File: src/rtl/pattern_loader_if.sv
// Host stream channel feeding the pattern loader: 16-bit words with valid/ready handshake.
interface pattern_loader_if;
    logic [15:0] in_data;
    logic        in_valid;
    logic        in_ready;

    modport master (output in_data, output in_valid, input in_ready);
    modport slave  (input in_data, input in_valid, output in_ready);
endinterface

File: src/rtl/pattern_loader.sv
// Host-side writer for the double-buffered pattern memory: decodes the host command
// stream, writes state/mode words into the idle buffer and drives sequencer controls.
module pattern_loader #(
    parameter int BUF_WORDS = 2048,
    parameter int DAW       = 12,
    parameter int VAW       = 4
) (
    input  logic                 clk,
    input  logic                 reset,
    pattern_loader_if.slave      host,
    input  logic                 active_buffer,
    input  logic                 preload,
    input  logic                 active,
    output logic                 dwe,
    output logic [DAW-1:0]       dwaddr,
    output logic [31:0]          dwdata,
    output logic                 vwe,
    output logic [VAW-1:0]       vwaddr,
    output logic [31:0]          vwdata,
    output logic                 ready,
    output logic                 switch,
    output logic                 stop,
    output logic                 err
);
    localparam logic [2:0] HDR     = 3'd0;
    localparam logic [2:0] HOLD    = 3'd1;
    localparam logic [2:0] DATA_HI = 3'd2;
    localparam logic [2:0] DATA_LO = 3'd3;
    localparam logic [2:0] VAR_HI  = 3'd4;
    localparam logic [2:0] VAR_LO  = 3'd5;
    localparam logic [2:0] DRAIN   = 3'd6;

    localparam logic [3:0] CMD_LOAD_DATA = 4'd1;
    localparam logic [3:0] CMD_LOAD_VAR  = 4'd2;
    localparam logic [3:0] CMD_COMMIT    = 4'd3;
    localparam logic [3:0] CMD_STOP      = 4'd4;
    localparam logic [3:0] CMD_CLRERR    = 4'd5;

    localparam int IW = DAW - 1;

    logic [2:0]    state;
    logic [15:0]   hdr_q;
    logic [15:0]   hi_q;
    logic          tgt;
    logic [IW-1:0] idx;
    logic [11:0]   pairs_left;
    logic [12:0]   drain_left;
    logic          preload_q;

    logic          fire;
    logic          blocked;
    logic          gated_cmd;
    logic          do_disp;
    logic [3:0]    in_cmd;
    logic [15:0]   disp_hdr;
    logic [3:0]    disp_cmd;
    logic [11:0]   disp_len;
    logic          len_ovf;

    assign host.in_ready = !reset && (state != HOLD);

    // A header waiting in HOLD is dispatched from hdr_q through the same path as a live one.
    always_comb begin
        fire      = host.in_valid & host.in_ready;
        blocked   = switch | (ready & ~active);
        in_cmd    = host.in_data[15:12];
        gated_cmd = (in_cmd == CMD_LOAD_DATA) || (in_cmd == CMD_LOAD_VAR) ||
                    (in_cmd == CMD_COMMIT);
        disp_hdr  = (state == HOLD) ? hdr_q : host.in_data;
        disp_cmd  = disp_hdr[15:12];
        disp_len  = disp_hdr[11:0];
        len_ovf   = {1'b0, disp_len} > 13'(BUF_WORDS);
        do_disp   = !blocked && (((state == HDR) && fire && gated_cmd) || (state == HOLD));
    end

    always_ff @(posedge clk) begin
        if (reset) begin
            state      <= HDR;
            hdr_q      <= '0;
            hi_q       <= '0;
            tgt        <= 1'b0;
            idx        <= '0;
            pairs_left <= '0;
            drain_left <= '0;
            preload_q  <= 1'b0;
            dwe        <= 1'b0;
            dwaddr     <= '0;
            dwdata     <= '0;
            vwe        <= 1'b0;
            vwaddr     <= '0;
            vwdata     <= '0;
            ready      <= 1'b0;
            switch     <= 1'b0;
            stop       <= 1'b0;
            err        <= 1'b0;
        end else begin
            dwe       <= 1'b0;
            vwe       <= 1'b0;
            stop      <= 1'b0;
            preload_q <= preload;
            // Placed first so that a COMMIT in the same cycle overrides the clear.
            if (preload && !preload_q)
                switch <= 1'b0;

            if (do_disp) begin
                case (disp_cmd)
                    CMD_LOAD_DATA: begin
                        if (len_ovf) begin
                            err        <= 1'b1;
                            drain_left <= {disp_len, 1'b0};
                            state      <= DRAIN;
                        end else if (disp_len == 12'd0) begin
                            state <= HDR;
                        end else begin
                            tgt        <= ~active_buffer;
                            idx        <= '0;
                            pairs_left <= disp_len;
                            state      <= DATA_HI;
                        end
                    end
                    CMD_LOAD_VAR: begin
                        tgt   <= ~active_buffer;
                        state <= VAR_HI;
                    end
                    default: begin
                        if (!active)
                            ready <= 1'b1;
                        else
                            switch <= 1'b1;
                        state <= HDR;
                    end
                endcase
            end else begin
                case (state)
                    HDR: begin
                        if (fire) begin
                            if (gated_cmd) begin
                                hdr_q <= host.in_data;
                                state <= HOLD;
                            end else if (in_cmd == CMD_STOP) begin
                                stop   <= 1'b1;
                                ready  <= 1'b0;
                                switch <= 1'b0;
                            end else if (in_cmd == CMD_CLRERR) begin
                                err <= 1'b0;
                            end
                        end
                    end
                    HOLD: ;
                    DATA_HI: begin
                        if (fire) begin
                            hi_q  <= host.in_data;
                            state <= DATA_LO;
                        end
                    end
                    DATA_LO: begin
                        if (fire) begin
                            dwe        <= 1'b1;
                            dwaddr     <= {tgt, idx};
                            dwdata     <= {hi_q, host.in_data};
                            idx        <= idx + 1'b1;
                            pairs_left <= pairs_left - 1'b1;
                            state      <= (pairs_left == 12'd1) ? HDR : DATA_HI;
                        end
                    end
                    VAR_HI: begin
                        if (fire) begin
                            hi_q  <= host.in_data;
                            state <= VAR_LO;
                        end
                    end
                    VAR_LO: begin
                        if (fire) begin
                            vwe    <= 1'b1;
                            vwaddr <= {{(VAW-1){1'b0}}, tgt};
                            vwdata <= {hi_q, host.in_data};
                            state  <= HDR;
                        end
                    end
                    DRAIN: begin
                        if (fire) begin
                            drain_left <= drain_left - 1'b1;
                            if (drain_left == 13'd1)
                                state <= HDR;
                        end
                    end
                    default: state <= HDR;
                endcase
            end
        end
    end
endmodule
File: src/flat_wrapper.sv
// flat-port wrapper written by rule: the top's interface ports become plain ports
module pattern_loader_flat 
#(
    parameter int BUF_WORDS = 2048,
    parameter int DAW       = 12,
    parameter int VAW       = 4
)
  (clk, reset, active_buffer, preload, active, dwe, dwaddr, dwdata, vwe, vwaddr, vwdata, ready, switch, stop, err, host_in_data, host_in_valid, host_in_ready);
  pattern_loader_if host_i ();
  input  logic clk;
  input  logic reset;
  input  logic active_buffer;
  input  logic preload;
  input  logic active;
  output logic dwe;
  output logic [DAW-1:0] dwaddr;
  output logic [31:0] dwdata;
  output logic vwe;
  output logic [VAW-1:0] vwaddr;
  output logic [31:0] vwdata;
  output logic ready;
  output logic switch;
  output logic stop;
  output logic err;
  input wire logic [$bits(host_i.in_data)-1:0] host_in_data;
  input wire logic [$bits(host_i.in_valid)-1:0] host_in_valid;
  output wire logic [$bits(host_i.in_ready)-1:0] host_in_ready;
  assign host_i.in_data = host_in_data;
  assign host_i.in_valid = host_in_valid;
  assign host_in_ready = host_i.in_ready;
  pattern_loader #(.BUF_WORDS(BUF_WORDS), .DAW(DAW), .VAW(VAW)) u_core (.clk(clk), .reset(reset), .host(host_i), .active_buffer(active_buffer), .preload(preload), .active(active), .dwe(dwe), .dwaddr(dwaddr), .dwdata(dwdata), .vwe(vwe), .vwaddr(vwaddr), .vwdata(vwdata), .ready(ready), .switch(switch), .stop(stop), .err(err));
endmodule
File: config.mk
export PLATFORM = sky130hd
export DESIGN_NAME = pattern_loader_flat
export DESIGN_NICKNAME = d
export VERILOG_FILES = /design/src/rtl/pattern_loader_if.sv /design/src/rtl/pattern_loader.sv /design/src/flat_wrapper.sv
export SDC_FILE = /design/constraint.sdc
export NUM_CORES = 1
export LEC_CHECK = 0
export ABC_CLOCK_PERIOD_IN_PS = 3500
export BUFFER_PORTS_ARGS = -buffer_cell sky130_fd_sc_hd__buf_2
export CORE_MARGIN = 3
export CORE_UTILIZATION = 27
export CTS_CLUSTER_SIZE = 25
export DETAILED_ROUTE_END_ITERATION = 8
export GPL_ROUTABILITY_DRIVEN = 0
export PLACE_DENSITY_LB_ADDON = 0.25
export SYNTH_ARGS = -nofsm -noshare
export SYNTH_HDL_FRONTEND = slang
export SYNTH_SLANG_ARGS = --single-unit
export TNS_END_PERCENT = 20
File: constraint.sdc
create_clock -name clk -period 3.5 [get_ports clk]
set_input_delay 0.175 -clock clk [delete_from_list [all_inputs] [get_ports clk]]
set_output_delay 0.175 -clock clk [all_outputs]
set_load 0.01 [all_outputs]
==> results.py, run 1 <==
metrics = {
    "status": {
        "status": "finished clean",
    },
    "cells_and_area": {
        "n_antenna_cell": 0,
        "nets": 958,
        "area_growth_pct": 19.7,
        "drive_gt1_share_pct": 18.5,
        "fin_util_pct": 33.2,
        "final_area_mm2": 0.00814,
        "nFillCells": 2612,
        "fin_cells": 1267,
    },
    "timing": {
        "period_needed_ns": 2.95,
        "setup-tns-final_ns": 0,
        "hold_violations": 0,
        "fmax_mhz": 339,
        "skew_ns": 0.0135,
        "worstMarginPinSlew_ns": 1.00,
        "finalCritPeriodShare_pct": 84.3,
        "hold_ws_ns": 0.0698,
        "finalSetupViolations": 0,
        "maxSlewViolCount": 0,
        "rsz0062_at_grt": "no",
        "relSlewSlack_pct": 33.3,
    },
    "cts": {
        "cts_inserted_buffers": 17,
        "cts.sinks": 156,
        "clkTransAtPathRegs_ns": 0.07,
        "cts_tree": "yes",
        "ctsRootBufferMaster": "clkbuf_16",
        "clk_latency_ns": 0.43,
        "clockBufferDepth": 2,
        "post_cts_buffers": 0,
        "htreeDepth": 4,
    },
    "critical_path": {
        "r2r_slack_ns": 0.55,
        "path_max_fanout": 20,
        "ff2ff_path_depth": 7,
        "rr_startpoint": "u_core.state[2]",
        "cp-start-kind": "flop",
        "endpoint_kind": "flop",
        "crit_arrival_ns": 3.29,
        "crit_type": "reg -> reg",
        "critPathLaunch": "u_core.state[2]",
        "worstPathRequired_ns": 3.84,
        "worstReg2RegEnd": "u_core.idx[9]",
    },
    "power": {
        "leakagePower_nw": 3.20,
        "power.density_mw_per_mm2": 527,
        "peakVddDrop_v": 0.000250,
    },
    "floorplan": {
        "ios": 109,
        "die_w_um": 165,
        "coreArea_mm2": 0.0245,
        "die-area_mm2": 0.0271,
        "initial_core_util_pct": 27.7,
        "num_rows": 57,
        "die_h_um": 165,
    },
    "worst_hold_path": {
        "hold_end": "u_core.vwdata[9]",
        "hp-start": "host_in_data[9]",
        "min_path_type": "in -> reg",
        "hold_path_depth": 3,
    },
    "placed_design": {
        "placed_cells": 1234,
        "post-dp-hpwl_um": 13800,
        "io_buffers": 105,
        "placed_cell_area_mm2": 0.00755,
    },
    "global_routing": {
        "grt_pass1_wl_um": 32200,
        "grtUsageTotal_pct": 15.0,
        "grt_pass1_vias": 5772,
        "grt_max_degree": 93,
        "grt-ovfl-total": 0,
        "antenna_found_initial": 0,
    },
    "drt": {
        "drtIter0Drc": 481,
        "wl_met2_um": 9650,
        "first_pass_iters": 5,
        "wl_per_cell_um": 16.4,
        "num_vias": 6302,
        "wl_um": 20800,
        "top_layer": "met4",
        "drtAntennaViolNets": 0,
        "wl_met3_um": 995,
        "met1_length_um": 9700,
        "vias_per_cell": 4.97,
        "drc_errors": 0,
    },
    "synthesis": {
        "synth-edff-count": 0,
        "ys.warnings.count": 0,
        "ys_types": 65,
        "async_flop_share_pct": 0,
        "synthCells": 850,
        "seq_area_frac_synth_pct": 46.0,
        "synth_area_mm2": 0.00680,
        "ys.flop_type": "dfxtp_1",
        "synth-seq-cells": 156,
        "syn_avg_cell_area_um2": 7.99,
    },
    "flow_run": {
        "maxCapViolCount": 0,
    },
}
## metal layers
metal,up-vias,track usage (%)
li1,3140,-
met1,2979,20.2
met2,154,24.0
met3,29,3.14
met4,0,4.96
met5,-,0
## worst max-delay path, stage by stage (launching register included)
cell and delay, ns:
dfxtp_1 0.41, or4_4 0.59, nor4_4 0.31, a211oi_1 0.15, nor2_2 0.69, buf_4 0.36, nor2_2 0.09, a311oi_1 0.26
## cells by family (layout without fill, tap and decap cells)
family	after synthesis	in the layout	synth area share, %
and+or+nand+nor	348	348	22.9
AOI/OAI and AO/OA	235	235	21.0
DFF	156	156	46.0
buffers and inverters	80	171	5.54
muxes	24	24	3.59
adders and majority gates	5	5	0.921
other	1	3	0.0552
xor gates and xnor gates	1	1	0.129
## layout by cell type, fill, tap and decap left out, types with 4 or more instances in the layout
cell type and instances:
nand2_1 215, dfxtp_1 156, a21oi_1 135, buf_2 104, nor2_1 44, nor3_1 23, mux2i_1 21, o31ai_1 20
buf_4 18, o21ai_0 17, clkbuf_16 17, o311ai_1 16, inv_1 14, nor4_1 11, and3_1 11, a31oi_1 11
nand3_1 7, or4_1 5, ha_1 5, nand4_1 4, nor3b_1 4, clkbuf_8 4
## metrics by stage
stage	setup slack, ns	power [mW]
5_1_grt	0.283	4.47
3_3_place_gp	0.571	2.55
6_report	0.549	4.29
4_1_cts	0.552	4.33
2_1_floorplan	1.00	2.35
3_5_place_dp	0.551	2.55
## cell usage after synthesis, types with 3 or more instances
cell      number  area share (%)
nand4b_1       3            0.39
nand2_1      215              12
a21oi_1      135             9.9
dfxtp_1      156              46
and3_1        11             1.0
nor3b_1        4            0.44
buf_6          4            0.66
mux2_2         3            0.50
a31oi_1       11             1.0
o22ai_1        3            0.28
inv_1         14            0.77
o21ai_1        3            0.22
or4_1          5            0.55
nor2_2         3            0.28
buf_2         16             1.2
nor2_1        44             2.4
nor2b_1        3            0.28
nand4_1        4            0.37
nand3_1        8            0.59
ha_1           5            0.92
nor3_1        23             1.7
o211ai_1       3            0.33
nor4_1        11             1.0
mux2i_1       21             3.1
o21ai_0       17             1.3
buf_4          7            0.77
o311ai_1      16             2.1
clkbuf_1      36             2.0
a311oi_1       3            0.39
o31ai_1       20             2.2
## sequential cells by signal, summed over array words and instances (netlist names), 3 cells and up
signal and cells:
u_core.dwaddr 12, u_core.hi_q 16, u_core.pairs_left 12, u_core.idx 11
u_core.vwdata 32, u_core.dwdata 32, u_core.hdr_q 16, u_core.drain_left 13
u_core.state 3
## power by group
part	total [mW]	switching (mW)	leakage (nW)	internal, mW
clock	1.78	0.786	0.272	0.995
combinational	0.685	0.457	1.67	0.228
sequential	1.82	0.0248	1.26	1.80
## worst max path at each step
stage | cells past startpoint | slack, ns | end
final | 7 | 0.55 | u_core.idx[9]
after global routing | 7 | 0.28 | u_core.idx[9]
after CTS | 7 | 0.55 | u_core.idx[10]
after floorplan | 8 | 1.00 | u_core.pairs_left[1]
after detailed placement | 7 | 0.55 | u_core.idx[9]
after global placement | 7 | 0.57 | u_core.idx[10]
## area by class of cell
cell class | instances | area, um2 | area share (%)
repair buffers | 124 | 676 | 8.31
flip-flops and latches | 156 | 3120 | 38.4
well taps | 324 | 405 | 4.98
inverters | 16 | 60.1 | 0.738
clock buffers | 22 | 484 | 5.95
multi-input cells | 616 | 3310 | 40.7
clock inverters | 9 | 78.8 | 0.969
## repair_timing
item                                   in CTS  in global routing
resized for setup                           0                  0
hold buffers                                2                  0
endpoints found under the hold margin       2                  0
Power figures use the tool's default switching activity.
==> run 2: changes to the inputs <==
--- a/config.mk
+++ b/config.mk
@@ -5,7 +5,8 @@
 export SDC_FILE = /design/constraint.sdc
 export NUM_CORES = 1
 export LEC_CHECK = 0
-export ABC_CLOCK_PERIOD_IN_PS = 3500
+export ABC_AREA = 1
+export ABC_CLOCK_PERIOD_IN_PS = 2850
 export BUFFER_PORTS_ARGS = -buffer_cell sky130_fd_sc_hd__buf_2
 export CORE_MARGIN = 3
 export CORE_UTILIZATION = 27
==> constraint.sdc (replaced) <==
create_clock -name clk -period 2.85 [get_ports clk]
set_input_delay 0.1425 -clock clk [delete_from_list [all_inputs] [get_ports clk]]
set_output_delay 0.1425 -clock clk [all_outputs]
set_load 0.01 [all_outputs]
==> run 2 against run 1 <==
Effect of this change:
- clock skew shrank 0.0020 ns
- sequential share of layout area shrank 1.5 points
- largest cell class unchanged
- final area grew 4.0%
- critical path type unchanged
- combinational power grew to 3.7 times the previous value
==> results.py, run 2 <==
metrics = {
    "status": {
        "status": "finished clean",
    },
    "synthesis": {
        "async_flop_share_pct": 0,
        "seq_area_frac_synth_pct": 44.4,
        "syn_avg_cell_area_um2": 7.01,
        "yosysMostFrequentCell": "nand2_1",
        "synth-seq-cells": 156,
        "synth-edff-count": 0,
        "synthCells": 1003,
        "synth_area_leaders": "dfxtp_1 44%, nand2_1 13%, a21oi_1 8.4%, o21ai_0 6.6%, nor2_1 6.3%",
        "synth_common_cells": "247 x nand2_1, 156 x dfxtp_1, 118 x a21oi_1, 118 x nor2_1, 92 x o21ai_0",
        "synth_area_mm2": 0.00703,
        "ys.flop_type": "dfxtp_1",
        "ys.warnings.count": 0,
        "ys_types": 35,
        "synth.largest_area_cell": "dfxtp_1",
        "yosys.area.top_type_share_pct": 44.4,
    },
    "timing": {
        "hold_violations": 0,
        "setup-tns-final_ns": 0,
        "relSlewSlack_pct": 33.2,
        "rsz0062_at_grt": "no",
        "maxSlewViolCount": 0,
        "period_needed_ns": 2.44,
        "finalSetupViolations": 0,
        "fmax_mhz": 410,
        "skew_ns": 0.0115,
        "finalCritPeriodShare_pct": 85.7,
        "worstMarginPinSlew_ns": 1.00,
    },
    "global_routing": {
        "antenna_found_initial": 0,
        "grtUsageTotal_pct": 15.4,
        "grt_max_degree": 99,
        "grt-ovfl-total": 0,
        "grt_pass1_wl_um": 34700,
        "grt_pass1_vias": 6197,
    },
    "critical_path": {
        "cp-start-kind": "flop",
        "path_max_fanout": 23,
        "worstPathRequired_ns": 3.16,
        "slowest_stage": "dfxtp_1",
        "crit_type": "reg -> reg",
        "slowest_delay_ns": 0.38,
        "critPathBufInv": 2,
        "path_common_cell": "nor2_1",
        "crit_arrival_ns": 2.76,
        "cpLargestDelayFamily": "simple AND/OR/NAND/NOR gates",
        "endpoint_kind": "flop",
        "cp_cell_sequence": "nor2_4 > nand2_2 > buf_4 > o21ai_0 > nand2_1 > nor2_1 > nand3_1 > nand2_1 > nand2_2 > nand2_4 > inv_4 > nor2_1 > nor2_1",
    },
    "cells_and_area": {
        "layout_commonest_cell": "nand2_1",
        "fin_cells": 1436,
        "largestRegisters": "u_core.dwdata x32, u_core.vwdata x32",
        "area_growth_pct": 20.4,
        "final_area_mm2": 0.00846,
        "nets": 1120,
        "n_antenna_cell": 0,
        "layout_common_cells": "247 x nand2_1, 156 x dfxtp_1, 118 x nor2_1, 118 x a21oi_1, 105 x buf_2",
        "drive_gt1_share_pct": 16.0,
    },
    "floorplan": {
        "die-area_mm2": 0.0280,
        "coreArea_mm2": 0.0254,
        "initial_core_util_pct": 27.7,
        "ios": 109,
        "num_rows": 58,
        "die_w_um": 167,
        "die_h_um": 167,
    },
    "power": {
        "p_seq_share_pct": 33.9,
        "pwr-share-comb_pct": 34.3,
        "power.density_mw_per_mm2": 872,
        "leakagePower_nw": 3.73,
        "switching_share_pct": 38.3,
        "peakVddDrop_v": 0.000410,
        "clkPwrFrac_pct": 31.8,
        "p_sw_mw": 2.83,
        "internal_power_mw": 4.55,
    },
    "cts": {
        "clkTransAtPathRegs_ns": 0.07,
        "post_cts_resize_count": 0,
        "cts_inserted_buffers": 17,
        "clk_latency_ns": 0.43,
        "cts_tree": "yes",
        "cts.sinks": 156,
        "clockBufferDepth": 2,
        "htreeDepth": 4,
        "ctsRootBufferMaster": "clkbuf_16",
    },
    "placed_design": {
        "io_buffers": 105,
        "placed_cell_area_mm2": 0.00781,
        "placed_cells": 1398,
        "post-dp-hpwl_um": 15300,
    },
    "drt": {
        "wl_per_cell_um": 15.1,
        "num_vias": 6648,
        "vias_per_cell": 4.63,
        "first_pass_iters": 5,
        "drtAntennaViolNets": 0,
        "wl_um": 21700,
        "drc_errors": 0,
        "drtIter0Drc": 511,
    },
    "flow_run": {
        "maxCapViolCount": 0,
    },
    "worst_hold_path": {
        "min_path_type": "in -> reg",
    },
}
-- run 2: changes by cell type after synthesis, sizes merged, moves of 37 or more --
cell	delta
nor2	+76
o21ai	+73
inv	+61
nand3	+47
nand2	+37
-- run 2: layer usage --
layer / global-route usage [%] / vias up / routed length, um
li1: - / 3414 / -
met1: 21.1 / 3032 / 10300
met2: 24.3 / 181 / 9760
met3: 4.06 / 21 / 1360
met4: 3.59 / 0 / 338
met5: 0 / - / 0
-- run 2: kinds of logic (layout without fill, tap and decap cells) --
group / Yosys count / count (layout) / share of synthesized area (%)
AND/OR/NAND/NOR: 468 / 468 / 27.9
buffers and inverters: 136 / 237 / 8.38
XOR/XNOR: 20 / 20 / 2.49
adder cells (fa/ha/maj): 5 / 5 / 0.890
other: 1 / 3 / 0.0533
flip-flops: 156 / 156 / 44.4
AO/OA/AOI/OAI: 217 / 217 / 15.8
-- run 2: tightest hold or removal path, stage by stage --
cell and delay [ns]:
buf_2 0.08, o21ai_0 0.07, a21oi_1 0.10
-- run 2: final timing paths --
check / startpoint / endpoint / depth (start not counted) / slack (ns)
worst max register to register: u_core.state[1] / u_core.pairs_left[7] / 13 / 0.41
worst max-delay path: u_core.state[1] / u_core.pairs_left[7] / 13 / 0.41
worst min-delay path: host_in_data[9] / u_core.hdr_q[9] / 3 / 0.01
worst min register to register: u_core.hdr_q[15] / u_core.hdr_q[15] / 2 / 0.44
-- run 2: stage by stage --
stage | hold WS [ns] | power (mW) | setup slack (ns) | utilization (%)
3_5_place_dp | 0.368 | 4.99 | 0.332 | 30.7
4_1_cts | 0.00555 | 7.36 | 0.288 | 33.2
5_1_grt | 0.0167 | 7.89 | 0.100 | 33.3
2_1_floorplan | 0.244 | 4.45 | 0.983 | -
3_3_place_gp | 0.356 | 5.01 | 0.347 | 30.7
6_report | 0.0114 | 7.38 | 0.408 | 33.3
-- run 2: final cells by class --
type                            count  area [um2]
Sequential cell                   156        3120
Fill cell                        2791       16900
Inverter                           78         295
Timing Repair Buffer              127         698
Clock buffer                       17         425
Clock inverter                     15         180
Multi-Input combinational cell    713        3330
Tap cell                          330         413
-- run 2: power by group through the flow --
| stage | Combinational [mW] | Clock [mW] | Sequential (mW) |
|---|---|---|---|
| after floorplan | 1.95 | 0 | 2.49 |
| after global placement | 2.46 | 0 | 2.55 |
| after detailed placement | 2.45 | 0 | 2.55 |
| after CTS | 2.47 | 2.40 | 2.50 |
| after global routing | 2.86 | 2.50 | 2.52 |
| final | 2.53 | 2.35 | 2.50 |
-- run 2: what timing repair did --
action / in CTS / in global routing
endpoints found under the hold margin: 3 / 0
hold buffers: 3 / 0
setup endpoints to repair: 0 / 18
setup buffers: 0 / 3
==> run 3: changes to the inputs <==
--- a/config.mk
+++ b/config.mk
@@ -13,6 +13,7 @@
 export CTS_CLUSTER_SIZE = 25
 export DETAILED_ROUTE_END_ITERATION = 8
 export GPL_ROUTABILITY_DRIVEN = 0
+export HOLD_SLACK_MARGIN = 0.1
 export PLACE_DENSITY_LB_ADDON = 0.25
 export SYNTH_ARGS = -nofsm -noshare
 export SYNTH_HDL_FRONTEND = slang
==> run 3 against run 2 <==
Effect of this change:
- utilization rose by 0.47 points
- power increased by 0.10%
- maximum frequency up 0.30%
- global-route usage is essentially flat
- sequential share of layout area shrank 0.52 points
==> results.py, run 3 (synthesis results as in run 2) <==
metrics = {
    "critical_path": {
        "ff2ff_path_depth": 13,
        "crit_arrival_ns": 2.75,
        "rr_startpoint": "u_core.state[1]",
        "r2r_slack_ns": 0.42,
        "endpoint_kind": "flop",
        "crit_type": "reg -> reg",
        "cp-start-kind": "flop",
        "worstPathRequired_ns": 3.16,
        "path_max_fanout": 23,
        "worstReg2RegEnd": "u_core.pairs_left[8]",
    },
    "timing": {
        "period_needed_ns": 2.43,
        "hold_ws_ns": 0.104,
        "finalSetupViolations": 0,
        "setup-tns-final_ns": 0,
        "finalCritPeriodShare_pct": 85.4,
        "maxSlewViolCount": 0,
        "worst_slack_ns": 0.416,
        "relSlewSlack_pct": 33.2,
        "hold_violations": 0,
        "worstMarginPinSlew_ns": 1.00,
        "fmax_mhz": 411,
        "skew_ns": 0.0117,
        "rsz0062_at_grt": "no",
    },
    "cts": {
        "cts.sinks": 156,
        "clkTransAtPathRegs_ns": 0.07,
        "clockBufferDepth": 2,
        "htreeDepth": 4,
        "cts_inserted_buffers": 17,
        "ctsRootBufferMaster": "clkbuf_16",
        "cts_tree": "yes",
        "clk_latency_ns": 0.43,
        "post_cts_resize_count": 0,
    },
    "global_routing": {
        "grtUsageTotal_pct": 15.4,
        "antenna_found_initial": 0,
        "grt-ovfl-total": 0,
        "grt_pass1_wl_um": 34900,
        "grt_max_degree": 99,
        "grt_pass1_vias": 6268,
    },
    "cells_and_area": {
        "nets": 1132,
        "layout_common_cells": "247 x nand2_1, 156 x dfxtp_1, 118 x nor2_1, 118 x a21oi_1, 105 x buf_2",
        "largestRegisters": "u_core.dwdata x32, u_core.vwdata x32",
        "drive_gt1_share_pct": 15.8,
        "area_growth_pct": 22.1,
        "n_antenna_cell": 0,
        "layout_commonest_cell": "nand2_1",
    },
    "drt": {
        "vias_per_cell": 4.61,
        "drtAntennaViolNets": 0,
        "num_vias": 6677,
        "drc_errors": 0,
        "drtIter0Drc": 509,
        "wl_um": 21700,
        "wl_per_cell_um": 15.0,
        "first_pass_iters": 5,
    },
    "power": {
        "leakagePower_nw": 3.78,
        "p_total_mw": 7.39,
        "peakVddDrop_v": 0.000411,
        "power.density_mw_per_mm2": 861,
    },
    "status": {
        "status": "finished clean",
    },
    "floorplan": {
        "die_h_um": 167,
        "num_rows": 58,
        "initial_core_util_pct": 27.7,
        "ios": 109,
        "coreArea_mm2": 0.0254,
        "die-area_mm2": 0.0280,
        "die_w_um": 167,
    },
    "worst_hold_path": {
        "hold_path_depth": 3,
        "hold_end": "u_core.vwdata[11]",
        "hp-start": "host_in_data[11]",
        "min_path_type": "in -> reg",
    },
    "placed_design": {
        "io_buffers": 105,
        "pre_cts_slack_ns": 0.332,
        "post-dp-hpwl_um": 15300,
    },
    "flow_run": {
        "maxCapViolCount": 0,
    },
}
[run 3: cell type report]
type                    count  area [um2]
repair buffers            139         818
clock buffers              17         425
fillers                  2788       16800
well taps                 330         413
clock inverters            15         180
inverters                  78         295
multi-input cells         713        3330
flip-flops and latches    156        3120
[run 3: critical path, cell delays in order, from the launching register on]
cell	delay (ns)
dfxtp_1	0.38
nor2_4	0.23
nand2_2	0.08
buf_4	0.21
o21ai_2	0.23
nand2_1	0.08
nor2_1	0.14
nand3_1	0.11
nand2_1	0.09
nand2_2	0.28
nand2_4	0.23
inv_4	0.11
nor2_1	0.10
nor2_1	0.06
[run 3: worst max path at each step]
stage                    startpoint                    to  slack (ns)
floorplan           u_core.state[2]  u_core.pairs_left[8]        0.98
CTS                 u_core.state[1]  u_core.pairs_left[7]        0.29
detailed placement  u_core.state[1]  u_core.pairs_left[4]        0.33
global route        u_core.state[1]         u_core.idx[5]        0.10
finish              u_core.state[1]  u_core.pairs_left[8]        0.42
global placement    u_core.state[1]  u_core.pairs_left[8]        0.35
[run 3: per-stage QoR]
stage	std cells	util, %	area, um2
global route	1448	33.8	8580
finish	1448	33.8	8580
detailed placement	1398	30.7	7810
global placement	1398	30.7	7810
CTS	1445	33.7	8560
floorplan	1005	-	7040
[run 3: power by group]
group	switching, mW	internal [mW]
registers	0.169	2.33
clock network	1.03	1.33
logic	1.62	0.907
[run 3: timing repair]
action                                  in CTS  in global routing
endpoints found under the setup margin       0                 18
hold endpoints to repair                    25                  0
hold buffers                                15                  0
buffers inserted                             0                  3
[run 3: layer usage]
| metal | track usage (%) | share of wire, % |
|---|---|---|
| met1 | 21.2 | 47 |
| met2 | 24.6 | 45 |
| met3 | 3.90 | 6.5 |
| met4 | 3.59 | 1.5 |
| met5 | 0 | 0 |
